`src/rtl/rf_wb_arbiter.sv`:
```
// rf_wb_arbiter: merges ALU and LSU results into one registered register-file write per cycle
module rf_wb_arbiter #(
    parameter int DEPTH = 4,
    parameter int XLEN  = 32
) (
    input  logic                       i_clk,
    input  logic                       i_rst_n,
    input  logic                       i_alu_valid,
    input  logic [4:0]                 i_alu_waddr,
    input  logic [XLEN-1:0]            i_alu_wdata,
    input  logic                       i_lsu_valid,
    output logic                       o_lsu_ready,
    input  logic [4:0]                 i_lsu_waddr,
    input  logic [XLEN-1:0]            i_lsu_wdata,
    output logic                       o_rd_wen,
    output logic [4:0]                 o_rd_waddr,
    output logic [XLEN-1:0]            o_rd_wdata,
    input  logic [4:0]                 i_chk_addr,
    output logic                       o_chk_pending,
    output logic [$clog2(DEPTH):0]     o_fifo_count
);
    localparam int AW = $clog2(DEPTH);
    localparam int CW = AW + 1;

    logic [4:0]      mem_a [DEPTH];
    logic [XLEN-1:0] mem_d [DEPTH];
    logic [AW-1:0]   rd_ptr, wr_ptr;
    logic [CW-1:0]   count;
    logic            alu_req, lsu_ok, pop, push;

    // ready comes from registered occupancy only, so a pop never frees a slot in the same cycle
    assign o_lsu_ready  = i_rst_n && (count < CW'(DEPTH));
    assign alu_req      = i_alu_valid && (i_alu_waddr != 5'd0);
    assign lsu_ok       = i_lsu_valid && o_lsu_ready && (i_lsu_waddr != 5'd0);
    assign pop          = !alu_req && (count != '0);
    assign push         = lsu_ok && (alu_req || (count != '0));
    assign o_fifo_count = count;

    // WAW hazard query over live entries, skipping the head that is retiring this cycle
    always_comb begin
        o_chk_pending = 1'b0;
        for (int i = 0; i < DEPTH; i++)
            if ((mem_a[i] == i_chk_addr) && ({1'b0, AW'(AW'(i) - rd_ptr)} < count) && !(pop && (AW'(i) == rd_ptr)))
                o_chk_pending = 1'b1;
        o_chk_pending = o_chk_pending && (i_chk_addr != 5'd0);
    end

    // FIFO storage; contents need no reset because count qualifies every entry
    always_ff @(posedge i_clk) begin
        if (push) begin
            mem_a[wr_ptr] <= i_lsu_waddr;
            mem_d[wr_ptr] <= i_lsu_wdata;
        end
    end

    // pointer bookkeeping and write-port selection: ALU, then FIFO head, then LSU bypass
    always_ff @(posedge i_clk or negedge i_rst_n) begin
        if (!i_rst_n) begin
            rd_ptr     <= '0;
            wr_ptr     <= '0;
            count      <= '0;
            o_rd_wen   <= 1'b0;
            o_rd_waddr <= '0;
            o_rd_wdata <= '0;
        end else begin
            rd_ptr   <= rd_ptr + AW'(pop);
            wr_ptr   <= wr_ptr + AW'(push);
            count    <= count + CW'(push) - CW'(pop);
            o_rd_wen <= alu_req || pop || lsu_ok;
            if (alu_req) begin
                o_rd_waddr <= i_alu_waddr;
                o_rd_wdata <= i_alu_wdata;
            end else if (pop) begin
                o_rd_waddr <= mem_a[rd_ptr];
                o_rd_wdata <= mem_d[rd_ptr];
            end else if (lsu_ok) begin
                o_rd_waddr <= i_lsu_waddr;
                o_rd_wdata <= i_lsu_wdata;
            end
        end
    end
endmodule

```
`config.mk`:
```
export PLATFORM = sky130hd
export DESIGN_NAME = rf_wb_arbiter
export DESIGN_NICKNAME = d
export VERILOG_FILES = /design/src/rtl/rf_wb_arbiter.sv
export SDC_FILE = /design/constraint.sdc
export NUM_CORES = 1
export LEC_CHECK = 0
export ABC_AREA = 1
export CORE_MARGIN = 2
export CORE_UTILIZATION = 40
export DETAILED_ROUTE_END_ITERATION = 8
export GPL_ROUTABILITY_DRIVEN = 0
export GPL_TIMING_DRIVEN = 0
export PLACE_DENSITY_LB_ADDON = 0.25
export SKIP_CTS_REPAIR_TIMING = 1
export SYNTH_ARGS = -nofsm -noshare
export SYNTH_HDL_FRONTEND = slang
export SYNTH_SLANG_ARGS = --single-unit
```
`constraint.sdc`:
```
create_clock -name i_clk -period 9.9 [get_ports i_clk]
set_input_delay 2.97 -clock i_clk [delete_from_list [all_inputs] [get_ports i_clk]]
set_output_delay 2.97 -clock i_clk [all_outputs]
set_load 0.005 [all_outputs]
```
==> flow_metrics.tcl <==
set metrics [dict create \
    cts_tree "done" \
    max-slew-margin-rel 0.323 \
    netlist_area_um2 8470 \
    post-dp-hpwl_mm 15.4 \
    die_width_um 149 \
    ys_seq_area_frac 0.658 \
    syn_avg_cell_area_um2 10.3 \
    layout_overhead_on_the_synthesized_area_pct 27.9 \
    drive_above_1_share 0.0846 \
    ff2ff_setup_slack_ns 7.31 \
    final_instance_count_excl_fillers 1268 \
    ctsLongestPathBuffers 2 \
    maximum_number_of_pins_on_one_net_before_global_route_repair 25 \
    final.min_clock_period_ns 7.84 \
    synth.ff_latch_count 193 \
    dr.pass1.iters 4 \
    yosys.area.top_type "sky130_fd_sc_hd__edfxtp_1" \
    most_common_library_cell_in_the_layout_ignoring_fill_and_taps "sky130_fd_sc_hd__nand2_1" \
    place.port_buffers 123 \
    synth_top_area_frac 0.525 \
    die_height_um 149 \
    vdd_ir_drop_max_uv 137 \
    grt_remaining_overflow 0 \
    finalHoldViolCount 0 \
    timing.critical_path.from "i_chk_addr[3]" \
    synth-warning-count 0 \
    syn-num-nets 919 \
    drt-initial-drc-count 587 \
    via_count 6381 \
    slew_viol_final 0 \
    drt_drc_violations_left 0 \
    holdCritPathClass "reg -> reg" \
    grt_setup_unrepaired "no" \
    final_cell_mix "sky130_fd_sc_hd__nand2_1 (254), sky130_fd_sc_hd__edfxtp_1 (148), sky130_fd_sc_hd__clkdlybuf4s50_1 (122), sky130_fd_sc_hd__nor2_1 (88), sky130_fd_sc_hd__o21ai_0 (71)" \
    fp-row-count 53 \
    power_per_cell_area_nw_per_um2 259 \
    highest_net_fanout_along_the_worst_path 5 \
    timing_worst_slew_pin_value_ns 1.01 \
    timing.setup.tns_ns 0 \
    fin_skew_ns 0.00785 \
    floorplan.die_area_um2 22300 \
    grt_use_total 0.206 \
    cts-buffers-inserted 17 \
    initial_antenna_violation_count 1 \
    final_net_count 1076 \
    clock-root-buffer "sky130_fd_sc_hd__clkbuf_16" \
    cts.htree.levels 4 \
    worstPathRequired_ns 6.93 \
    number_of_global_route_vias_before_repair 6279 \
    wirelength_mm 22.1 \
    post_synth_inst_count 824 \
    cts.clk_slew.worst_paths_ns 0.07 \
    insertedDiodeCount 0 \
    post_synth_num_cell_types 25 \
    wire_length_of_the_first_global_routing_pass_mm 34.3 \
    final_core_util 0.518 \
    total_power_mw 2.81 \
    setup.worst_path.class "in -> out" \
    max_cap_violations 0 \
    cts_num_sinks 193 \
    final_min_period_over_clock_period 0.792 \
    core_um2 20900 \
    reg2regPathDepth 7 \
    start_util 0.405 \
    r2r-start "o_fifo_count[2]" \
    top_level_port_count 126 \
    p_leak_nw 4.27 \
    worstSetupStartpointType "input port" \
    clock.fmax_mhz 128 \
    clock_latency_ns 0.44 \
    drt.antenna.violating_nets 0 \
    numPlacedInstances 1237 \
    critical_path.endpoint_type "output port" \
    setup_viol_count_final 0 \
    synth.area.top_cells "sky130_fd_sc_hd__edfxtp_1 (52%), sky130_fd_sc_hd__dfrtp_1 (13%), sky130_fd_sc_hd__nand2_1 (11%)" \
    arrival_worst_endpoint_ns 4.87 \
    worst_r2r_endpoint "mem_d[0][25]" \
    status "complete, no violations" \
    routed_via_density 5.03 \
    endpoint "o_chk_pending" \
    hold_slack_ns 0.481 \
    routedWlPerCell_um 17.5 \
]
## area by class of cell
| type | count | area [um2] |
|---|---|---|
| timing repair buffer | 138 | 1410 |
| buffer | 43 | 209 |
| clock inverter | 13 | 161 |
| multi-input combinational | 555 | 2580 |
| clock buffer | 18 | 429 |
| fill | 1891 | 10100 |
| sequential | 193 | 5570 |
| tap | 275 | 344 |
| inverter | 33 | 126 |
## cells in the mapped netlist
| cell | number |
|---|---|
| sky130_fd_sc_hd__xnor2_1 | 7 |
| sky130_fd_sc_hd__o22ai_1 | 32 |
| sky130_fd_sc_hd__ha_1 | 11 |
| sky130_fd_sc_hd__nor3_4 | 1 |
| sky130_fd_sc_hd__a21oi_1 | 7 |
| sky130_fd_sc_hd__o21ai_0 | 71 |
| sky130_fd_sc_hd__nor3_1 | 10 |
| sky130_fd_sc_hd__edfxtp_1 | 148 |
| sky130_fd_sc_hd__buf_2 | 20 |
| sky130_fd_sc_hd__nand2_1 | 254 |
| sky130_fd_sc_hd__clkbuf_1 | 15 |
| sky130_fd_sc_hd__dfrtp_1 | 45 |
| sky130_fd_sc_hd__inv_2 | 3 |
| sky130_fd_sc_hd__xor2_1 | 8 |
| sky130_fd_sc_hd__nor2_2 | 1 |
| sky130_fd_sc_hd__inv_4 | 1 |
| sky130_fd_sc_hd__nand2_2 | 3 |
| sky130_fd_sc_hd__inv_1 | 29 |
| sky130_fd_sc_hd__buf_1 | 3 |
| sky130_fd_sc_hd__o21ai_1 | 8 |
| sky130_fd_sc_hd__buf_6 | 1 |
| sky130_fd_sc_hd__fa_1 | 1 |
| sky130_fd_sc_hd__nand3_1 | 53 |
| sky130_fd_sc_hd__nor2_1 | 88 |
| sky130_fd_sc_hd__buf_4 | 4 |
## cell families (layout without fill, tap and decap cells)
kind of cell	Yosys count	after routing	share of synthesized area
AND/OR/NAND/NOR	410	410	0.194
flip-flops	193	193	0.658
AO/OA/AOI/OAI	118	118	0.0745
buffers and inverters	76	245	0.0396
XOR/XNOR	15	15	0.0155
adder cells (fa/ha/maj)	12	12	0.0186
## how the worst min path moves through the flow
| stage | from | end | slack, ns | cells past startpoint |
|---|---|---|---|---|
| final | o_rd_wdata[15] | o_rd_wdata[15] | 0.48 | 2 |
| after detailed placement | o_rd_wdata[29] | o_rd_wdata[29] | 0.46 | 2 |
| after CTS | o_rd_wdata[15] | o_rd_wdata[15] | 0.48 | 2 |
| after global routing | o_rd_wdata[15] | o_rd_wdata[15] | 0.49 | 2 |
| after global placement | o_rd_waddr[4] | o_rd_waddr[4] | 0.47 | 2 |
| after floorplan | o_rd_waddr[2] | o_rd_waddr[2] | 0.47 | 2 |
## registers in the layout, indices dropped and copies added, names as in the netlist
name	flops
o_rd_wdata	32
o_fifo_count	3
mem_a	20
o_rd_wen	1
o_rd_waddr	5
wr_ptr	2
mem_d	128
rd_ptr	2
## metal layers
layer / wire length, um / track usage
met3: 1350 / 0.0442
met2: 10700 / 0.340
met1: 9780 / 0.276
met4: 263 / 0.0543
met5: 13 / 0
## worst max-delay path, stage by stage
cell	delay, ns
sky130_fd_sc_hd__clkdlybuf4s50_1	0.59
sky130_fd_sc_hd__inv_1	0.14
sky130_fd_sc_hd__nand2_1	0.09
sky130_fd_sc_hd__nand2_1	0.06
sky130_fd_sc_hd__nor3_1	0.21
sky130_fd_sc_hd__nand3_1	0.10
sky130_fd_sc_hd__nand2_1	0.07
sky130_fd_sc_hd__nor2_1	0.04
sky130_fd_sc_hd__nor2_1	0.09
sky130_fd_sc_hd__clkdlybuf4s50_1	0.51
## metrics by stage
step / cell area (um2) / setup WS (ns)
after CTS: 10800 / 2.06
after floorplan: 8470 / 3.14
after global routing: 10800 / 1.85
after detailed placement: 10200 / 2.07
after global placement: 10000 / -1.33
final: 10800 / 2.06
## power breakdown
group | switching, mW | leakage, nW | internal, mW | total, mW
sequential | 0.0858 | 1.87 | 1.01 | 1.10
combinational | 0.588 | 2.11 | 0.422 | 1.01
clock | 0.300 | 0.284 | 0.397 | 0.697
Note: power is estimated with default switching activity, not from simulation.
